--- src/rtl/jpeg_pkg.sv ---
// Shared constants and types for the JPEG run-length / size-category encoder.
package jpeg_pkg;

  localparam int DEF_COEF_W = 12;
  localparam int DEF_SIZE_W = 4;
  localparam int BLOCK_LEN  = 64;

  localparam logic [5:0] LAST_IDX = 6'(BLOCK_LEN - 1);

  localparam logic [3:0] ZRL_RUN  = 4'd15;
  localparam logic [3:0] ZRL_SIZE = 4'd0;
  localparam logic [3:0] EOB_RUN  = 4'd0;
  localparam logic [3:0] EOB_SIZE = 4'd0;

  typedef enum logic {
    S_RUN,
    S_ZRL
  } state_t;

endpackage

--- src/rtl/jpeg_size_cat.sv ---
// Size category (significant bits of |v|) and masked one's-complement amplitude.
module jpeg_size_cat
  import jpeg_pkg::*;
#(
  parameter int COEF_W = DEF_COEF_W,
  parameter int SIZE_W = DEF_SIZE_W
) (
  input  logic signed [COEF_W-1:0] val_i,
  output logic        [SIZE_W-1:0] cat_o,
  output logic        [COEF_W-1:0] amp_o
);

  logic [COEF_W:0] ext;
  logic [COEF_W:0] mag;
  logic [COEF_W:0] ones;
  logic [COEF_W:0] mask;

  // One extra bit so the magnitude of the most negative value is representable.
  always_comb begin
    ext   = {val_i[COEF_W-1], val_i};
    mag   = val_i[COEF_W-1] ? (~ext + (COEF_W+1)'(1)) : ext;
    cat_o = '0;
    for (int i = 0; i <= COEF_W; i++) begin
      if (mag[i]) cat_o = SIZE_W'(i + 1);
    end
    ones  = ext - (COEF_W+1)'(val_i[COEF_W-1]);
    mask  = ((COEF_W+1)'(1) << cat_o) - (COEF_W+1)'(1);
    amp_o = COEF_W'(ones & mask);
  end

endmodule

--- src/rtl/jpeg_rle_encoder.sv ---
// Zig-zag coefficient stream to JPEG symbols (DC diff, AC run/size, ZRL, EOB).
// One registered output stage; in_ready drops while ZRLs are being emitted.
module jpeg_rle_encoder
  import jpeg_pkg::*;
#(
  parameter int COEF_W = DEF_COEF_W,
  parameter int SIZE_W = DEF_SIZE_W
) (
  input  logic                     clk,
  input  logic                     rst_n,
  input  logic                     restart,
  input  logic                     in_valid,
  output logic                     in_ready,
  input  logic signed [COEF_W-1:0] in_coef,
  output logic                     out_valid,
  input  logic                     out_ready,
  output logic        [SIZE_W-1:0] out_run,
  output logic        [SIZE_W-1:0] out_size,
  output logic        [COEF_W-1:0] out_amp,
  output logic                     out_dc,
  output logic                     out_last
);

  state_t                    state_q;
  logic [5:0]                idx_q;
  logic [5:0]                run_q;
  logic signed [COEF_W-1:0]  pred_q;
  logic signed [COEF_W-1:0]  held_q;
  logic                      out_valid_q;
  logic [SIZE_W-1:0]         out_run_q;
  logic [SIZE_W-1:0]         out_size_q;
  logic [COEF_W-1:0]         out_amp_q;
  logic                      out_dc_q;
  logic                      out_last_q;

  logic                      out_free;
  logic                      accept;
  logic                      is_last;
  logic                      run_big;
  logic signed [COEF_W-1:0]  pred_eff;
  logic signed [COEF_W-1:0]  dc_diff;
  logic signed [COEF_W-1:0]  ac_val;
  logic [SIZE_W-1:0]         dc_cat, ac_cat;
  logic [COEF_W-1:0]         dc_amp, ac_amp;

  logic                      emit;
  logic [SIZE_W-1:0]         sym_run, sym_size;
  logic [COEF_W-1:0]         sym_amp;
  logic                      sym_dc, sym_last;

  assign out_free = !out_valid_q || out_ready;
  assign in_ready = (state_q == S_RUN) && out_free;
  assign accept   = in_valid && in_ready;
  assign is_last  = (idx_q == LAST_IDX);
  assign run_big  = (run_q[5:4] != 2'b00);
  // A restart coincident with the DC accept must already see a zero predictor.
  assign pred_eff = restart ? '0 : pred_q;
  assign dc_diff  = in_coef - pred_eff;
  assign ac_val   = (state_q == S_ZRL) ? held_q : in_coef;

  jpeg_size_cat #(.COEF_W(COEF_W), .SIZE_W(SIZE_W)) u_dc_cat (
    .val_i (dc_diff),
    .cat_o (dc_cat),
    .amp_o (dc_amp)
  );

  jpeg_size_cat #(.COEF_W(COEF_W), .SIZE_W(SIZE_W)) u_ac_cat (
    .val_i (ac_val),
    .cat_o (ac_cat),
    .amp_o (ac_amp)
  );

  always_comb begin
    emit     = 1'b0;
    sym_run  = '0;
    sym_size = '0;
    sym_amp  = '0;
    sym_dc   = 1'b0;
    sym_last = 1'b0;
    if (state_q == S_ZRL) begin
      emit = out_free;
      if (run_big) begin
        sym_run  = SIZE_W'(ZRL_RUN);
        sym_size = SIZE_W'(ZRL_SIZE);
      end else begin
        sym_run  = SIZE_W'(run_q[3:0]);
        sym_size = ac_cat;
        sym_amp  = ac_amp;
        sym_last = (idx_q == '0);  // idx has already wrapped if the held coef was index 63
      end
    end else if (idx_q == '0) begin
      emit     = accept;
      sym_size = dc_cat;
      sym_amp  = dc_amp;
      sym_dc   = 1'b1;
    end else if (in_coef == '0) begin
      emit     = accept && is_last;
      sym_run  = SIZE_W'(EOB_RUN);
      sym_size = SIZE_W'(EOB_SIZE);
      sym_last = 1'b1;
    end else if (run_big) begin
      emit     = accept;
      sym_run  = SIZE_W'(ZRL_RUN);
      sym_size = SIZE_W'(ZRL_SIZE);
    end else begin
      emit     = accept;
      sym_run  = SIZE_W'(run_q[3:0]);
      sym_size = ac_cat;
      sym_amp  = ac_amp;
      sym_last = is_last;
    end
  end

  always_ff @(posedge clk or negedge rst_n) begin
    if (!rst_n) begin
      state_q     <= S_RUN;
      idx_q       <= '0;
      run_q       <= '0;
      pred_q      <= '0;
      held_q      <= '0;
      out_valid_q <= 1'b0;
      out_run_q   <= '0;
      out_size_q  <= '0;
      out_amp_q   <= '0;
      out_dc_q    <= 1'b0;
      out_last_q  <= 1'b0;
    end else begin
      if (emit) begin
        out_valid_q <= 1'b1;
        out_run_q   <= sym_run;
        out_size_q  <= sym_size;
        out_amp_q   <= sym_amp;
        out_dc_q    <= sym_dc;
        out_last_q  <= sym_last;
      end else if (out_ready) begin
        out_valid_q <= 1'b0;
      end

      if (restart) pred_q <= '0;

      case (state_q)
        S_RUN: begin
          if (accept) begin
            idx_q <= idx_q + 6'd1;
            if (idx_q == '0) begin
              pred_q <= in_coef;
              run_q  <= '0;
            end else if (in_coef == '0) begin
              run_q <= is_last ? 6'd0 : run_q + 6'd1;
            end else if (run_big) begin
              // First ZRL goes out with the accept; the rest drain from S_ZRL.
              run_q   <= run_q - 6'd16;
              held_q  <= in_coef;
              state_q <= S_ZRL;
            end else begin
              run_q <= '0;
            end
          end
        end
        S_ZRL: begin
          if (out_free) begin
            if (run_big) begin
              run_q <= run_q - 6'd16;
            end else begin
              run_q   <= '0;
              state_q <= S_RUN;
            end
          end
        end
      endcase
    end
  end

  assign out_valid = out_valid_q;
  assign out_run   = out_run_q;
  assign out_size  = out_size_q;
  assign out_amp   = out_amp_q;
  assign out_dc    = out_dc_q;
  assign out_last  = out_last_q;

endmodule
--- config.mk ---
export PLATFORM = sky130hd
export DESIGN_NAME = jpeg_rle_encoder
export DESIGN_NICKNAME = d
export VERILOG_FILES = /design/src/rtl/jpeg_pkg.sv /design/src/rtl/jpeg_size_cat.sv /design/src/rtl/jpeg_rle_encoder.sv
export SDC_FILE = /design/constraint.sdc
export NUM_CORES = 1
export LEC_CHECK = 0
export CORE_AREA = 2 2 136 72
export DETAILED_ROUTE_END_ITERATION = 12
export DIE_AREA = 0 0 138 74
export PLACE_DENSITY = 0.94
export SLEW_MARGIN = 20
export SYNTH_ARGS = -nofsm -noshare
export SYNTH_HDL_FRONTEND = slang
export SYNTH_SLANG_ARGS = --single-unit
--- constraint.sdc ---
create_clock -name clk -period 7.9 [get_ports clk]
set_clock_uncertainty 0.15 [all_clocks]
set_input_delay 1.185 -clock clk [delete_from_list [all_inputs] [get_ports clk]]
set_output_delay 1.185 -clock clk [all_outputs]
set_load 0.02 [all_outputs]
# Word level (Yosys, flattened, before mapping)
# Cells that the tools add are included.
# W data, S select, Z words.
[totals]
ff_bits = 60
input_bits = 17
output_inout_bits = 24
word_cells = 115
[op_classes]
n_addsub = 10
eq_ne = 3
n_shift = 2
n_mux = 70
n_bitwise = 7
reduce_logical = 12
[op_table]
columns = ["cell", "count"]
rows = [
  ["$mux W12", 9],
  ["$mux W4", 20],
  ["$mux W6", 6],
  ["$add A13 B1 Y13 const B", 2],
  ["$mux W13", 2],
  ["$not A13 Y13", 2],
  ["$and A12 B12 Y12", 2],
  ["$mux W3", 8],
  ["$shl A1 B4 Y12 const A", 2],
  ["$sub A12 B2 Y12", 2],
  ["$sub A12 B2 Y12 const B", 2],
  ["$mux W1", 19],
  ["$add A6 B1 Y6 const B", 2],
  ["$logic_not A12 Y1", 1],
  ["$pmux W6 S2", 1],
  ["$sub A12 B12 Y12", 1],
  ["$mux W2", 4],
  ["$eq A6 B6 Y1 const B", 1],
  ["$logic_not A6 Y1", 1],
  ["$sub A6 B5 Y6 const B", 1],
  ["$reduce_and A5 Y1", 1],
  ["$reduce_and A2 Y1", 2],
  ["$reduce_bool A2 Y1", 2],
  ["$logic_and A1 B1 Y1", 3],
  ["6 further kinds", 8],
]

# Longest topological paths before layout
[depth]
ltp_word = 24
depth_mapped = 24
mapped_depth_nobuf = 21

# Cells and area by module
# Synthesis repeated with hierarchy kept, for this count alone.
[hier_totals]
cells_unflattened = 700
hier_area_um2 = 5793.1
[by_module_without_submodules]
columns = ["module", "instances", "cells_per_inst", "area_each_um2", "seq_area_each_um2"]
rows = [
  ["jpeg_rle_encoder", 1, 363, 3623.5, 1501.4],
  ["jpeg_size_cat at u_ac_cat", 1, 164, 1121.1, 0.0],
  ["jpeg_size_cat at u_dc_cat", 1, 173, 1048.5, 0.0],
]

# Worst setup path after synthesis
# Ideal clock, no wire load.
[synth_timing]
kind = "in2reg"
startpoint = "in restart"
endpoint = "reg out_amp_q[8] (netlist: out_amp[8])"
setup_ns = 0.131
arrival_time_ns = 5.065
t_required_ns = 7.619
setup_slack_ns = 2.553
cell_stages = 18
n_path_buf = 1
path_cell_list = "clkbuf_1 -> nand2b_1 -> fa_1 -> a21o_1 -> a221oi_4 -> xor2_2 -> o2111ai_4 -> nor3_2 -> mux2_2 -> o22ai_1 -> and3_1 -> nand3b_1 -> ha_1 -> inv_1 -> a41oi_4 -> o21ai_1 -> nor3_1 -> or3_1"
[synth_via]
elab_chain_len = 23
word_cells_on_any_way = 24
cone_classes = "add/sub (4); shift (1); mux (17); bitwise (2)"
[synth_rtl]
columns = ["item", "line_no", "text"]
rows = [
  ["from (decl)", "jpeg_rle_encoder.sv:11", "input logic restart,"],
  ["$mux W12 (*)", "jpeg_rle_encoder.sv:57", "assign pred_eff = restart ? '0 : pred_q;"],
  ["$sub A12 B12 Y12 (*)", "jpeg_rle_encoder.sv:58", "assign dc_diff = in_coef - pred_eff;"],
  ["$not A13 Y13", "jpeg_size_cat.sv:21", "mag = val_i[COEF_W-1] ? (~ext + (COEF_W+1)'(1)) : ext;"],
  ["$add A13 B1 Y13", "jpeg_size_cat.sv:21", ""],
  ["$mux W13", "jpeg_size_cat.sv:21", ""],
  ["$mux W1", "jpeg_size_cat.sv:24", "if (mag[i]) cat_o = SIZE_W'(i + 1);"],
  ["$mux W2 (2 in series)", "jpeg_size_cat.sv:24", ""],
  ["$mux W3 (4 in series)", "jpeg_size_cat.sv:24", ""],
  ["$mux W4 (6 in series)", "jpeg_size_cat.sv:24", ""],
  ["$shl A1 B4 Y12", "jpeg_size_cat.sv:27", "mask = ((COEF_W+1)'(1) << cat_o) - (COEF_W+1)'(1);"],
  ["$sub A12 B2 Y12", "jpeg_size_cat.sv:27", ""],
  ["$and A12 B12 Y12 (*)", "jpeg_size_cat.sv:28", "amp_o = COEF_W'(ones & mask);"],
  ["$mux W12 (*)", "jpeg_rle_encoder.sv:91", "end else if (idx_q == '0) begin"],
  ["$mux W12 (*)", "jpeg_rle_encoder.sv:80", "if (state_q == S_ZRL) begin"],
  ["to (signal assigned)", "jpeg_rle_encoder.sv:132", "out_amp_q <= sym_amp;"],
  ["to (decl)", "jpeg_rle_encoder.sv:32", "logic [COEF_W-1:0] out_amp_q;"],
]
# Mark *: on every way between the ends. The rest lies on a longest branch, timed or not.
# A chain may end at the register's enable or synchronous reset.

# Worst setup path after layout
# Ends and elaborated chain as after synthesis.

==> results.json <==
{
  "outcome": "complete, no violations",
  "slew_headroom_pct": 32.8,
  "ys_warn_count": 0,
  "crit_top_cell": "o21ai_1",
  "synth_top_area_share_pct": 26.4,
  "fin_crit_sh_pct": 82.0,
  "cts_tree": "done",
  "reg2reg_to": "out_amp[8]$_DFFE_PN0P_",
  "yosysMostFrequentCell": "nand2_1",
  "irDropWorstVdd_mv": 0.163,
  "cp-start-kind": "input pin",
  "slowest_delay_ns": 0.81,
  "final-seq-area_um2": 1500,
  "multi_input_area_um2": 3980,
  "vias": 5945,
  "syn_area_um2": 5690,
  "crit_arrival_ns": 6.55,
  "gp_congestion": 1.03,
  "critPathTopFamily": "compound AO/OA/AOI/OAI gates",
  "dpl.hpwl_um": 13500,
  "maxCapViolations": 0,
  "grt_max_degree": 61,
  "fin_crit_ns": 6.48,
  "insertion_delay_ns": 0.34,
  "cts-root-buf": "clkbuf_16",
  "drt_wl_total_um": 17900,
  "reg2regPathDepth": 17,
  "synth_area_leaders": "dfrtp_1 (26%), o21ai_0 (5.5%), xnor2_1 (5.4%)",
  "rrSetupSlack_ns": 2.29,
  "worst_hold_path.endpoint": "out_size[3]$_DFFE_PN0P_",
  "vias_per_cell": 6.99,
  "drive_gt1_share_pct": 8.92,
  "grt_overflow_total": 0,
  "setup_viol": 0,
  "min_from": "out_size[3]$_DFFE_PN0P_",
  "die_area_um2": 10200,
  "syn-instance-count": 700,
  "whs_path_depth": 2,
  "slew_viol_final": 0,
  "rsz0062_at_grt": "false",
  "ys.flop_type": "dfrtp_1",
  "async_flop_share_pct": 100,
  "portBuffers": 40,
  "firstDrtPassIters": 6,
  "syn_to_final_growth_pct": 13.9,
  "syn_area_per_cell_um2": 8.13,
  "crit_type": "in -> reg",
  "cts_buffers": 9,
  "reg2reg_from": "state_q$_DFF_PN0_",
  "hold_buffers": 0,
  "ys_seq_area_share_pct": 26.4,
  "synth_edf_count": 0,
  "critPathRequiredTime_ns": 7.97,
  "grt_pass1_wl_um": 28100,
  "crit_path_cell_trace": "clkdlybuf4s50_1, nor2b_1, ha_1, inv_1, fa_1, a21o_1, a221oi_4, o21ai_1, xor2_1, nor3_2, mux2_2, o22ai_2, o21ai_1, nand3b_1, ha_1, inv_1, a41oi_4, o21ai_1, nor3_1, or3_1",
  "routed_wire_length_per_instance_um": 21.1,
  "crit_fanout": 12,
  "cts_sinks": 60,
  "cts_resized": 0,
  "tightest_slew_ns": 1.00,
  "die_y_um": 74,
  "powerDensity_nw_per_um2": 232,
  "timing.hold.ws_ns": 0.323,
  "post-cts-setup-buffer-count": 0,
  "clock_path_buffers": 2,
  "die_w_um": 138,
  "rows": 25,
  "drtAntennaViolNets": 0,
  "hold_viol": 0,
  "yosys.area.top_type": "dfrtp_1",
  "tns_ns": 0,
  "hold_class": "reg -> reg",
  "drt_iter0_markers": 894,
  "nets": 764,
  "ys_types": 85,
  "core_area_um2": 9070,
  "antenna_found_initial": 1,
  "cp-startpoint": "restart",
  "grt_pass1_vias": 5291,
  "cp-end-kind": "flop",
  "route.detailed.drc": 0,
  "antennaDiodeCount": 0,
  "ios": 41,
  "htree_levels": 3,
  "grt_usage_pct": 35.1,
  "syn_nets": 740,
  "fillerInstances": 661,
  "clkTransAtPathRegs_ns": 0.05,
  "synth-seq-cells": 60,
  "fmax_ghz": 0.154,
  "synth_commonest_cells": "nand2_1 (69), nor2_1 (63), o21ai_0 (62)",
  "start_util_pct": 62.8,
  "worst_path_max_delay_cell": "xor2_1",
  "p_leak_uw": 0.00251,
  "worst-path-buf-inv": 3
}
metrics by stage:
| step | setup WS, ns | power [µW] | instances | area (µm²) | util, % |
|---|---|---|---|---|---|
| 2_1_floorplan | 2.55 | 811 | 700 | 5690 | - |
| 3_3_place_gp | 1.45 | 968 | 834 | 6120 | 67.5 |
| 3_5_place_dp | 1.18 | 991 | 834 | 6120 | 67.5 |
| 4_1_cts | 1.55 | 1490 | 850 | 6490 | 71.5 |
| 5_1_grt | 1.12 | 1560 | 850 | 6490 | 71.5 |
| 6_report | 1.42 | 1510 | 850 | 6490 | 71.5 |
per-layer routing:
layer / vias up / share of wire [%] / routed length [µm] / track usage, %
met5: - / 0 / 0 / 0
met4: 0 / 1.8 / 324 / 9.41
met3: 46 / 15 / 2690 / 14.2
met2: 463 / 39 / 6960 / 48.6
met1: 2806 / 44 / 7930 / 50.8
li1: 2630 / - / - / -
worst max-delay path by stage:
stage / depth (start not counted) / slack (ns) / end
floorplan: 18 / 2.55 / out_amp[8]$_DFFE_PN0P_
global placement: 20 / 1.45 / out_amp[8]$_DFFE_PN0P_
detailed placement: 20 / 1.18 / out_amp[8]$_DFFE_PN0P_
CTS: 20 / 1.55 / out_amp[8]$_DFFE_PN0P_
global route: 20 / 1.12 / out_amp[8]$_DFFE_PN0P_
finish: 20 / 1.42 / out_amp[8]$_DFFE_PN0P_
where the power goes:
group | total [µW] | switching, µW | internal [µW] | leakage, µW
Clock | 490 | 149 | 340 | 0.000173
Combinational | 562 | 341 | 221 | 0.00156
Sequential | 453 | 72.7 | 380 | 0.000778
Total | 1510 | 563 | 942 | 0.00251
registers in the layout, indices dropped and copies added, names as in the netlist:
register	count
held_q	12
idx_q	6
out_amp	12
out_dc	1
out_last	1
out_run	4
out_size	4
out_valid	1
pred_q	12
run_q	6
state_q	1
placed cells by master, fill, tap and decap left out, drive strengths merged, types with 12 or more instances in the layout:
| cell | n |
|---|---|
| xnor2 | 36 |
| o21ai | 73 |
| clkdlybuf4s50 | 39 |
| o211ai | 12 |
| mux2 | 18 |
| ha | 22 |
| inv | 17 |
| nor3 | 34 |
| mux2i | 21 |
| nand3 | 24 |
| nand2b | 16 |
| nor2 | 64 |
| dfrtp | 60 |
| nand2 | 70 |
| a21oi | 38 |
| xor2 | 16 |
logic make-up (layout without fill, tap and decap cells):
kind of cell	Yosys count	count (layout)	synth area share [%]
adder cells (fa/ha/maj)	23	23	5.19
buffers and inverters	48	77	3.74
AO/OA/AOI/OAI	204	204	24.8
multiplexers	39	39	7.25
flip-flops	60	60	26.4
XOR/XNOR	52	52	8.40
AND/OR/NAND/NOR	274	274	24.2
final cells by class:
type | count | area share, %
Clock inverter | 6 | 2.10
Timing Repair Buffer | 44 | 6.56
Multi-Input combinational cell | 592 | 61.3
Sequential cell | 60 | 23.1
Clock buffer | 10 | 3.53
Tap cell | 121 | 2.33
Inverter | 17 | 0.984
worst reg2reg max path: cells and delay by family (launching register included):
family	cells	cell delay, ns
buffers and inverters	2	0.55
flip-flops	1	0.80
AND/OR/NAND/NOR	5	1.46
AO/OA/AOI/OAI	8	2.11
XOR/XNOR	1	0.20
adder cells (fa/ha/maj)	1	0.25
Power figures use the tool's default switching activity.
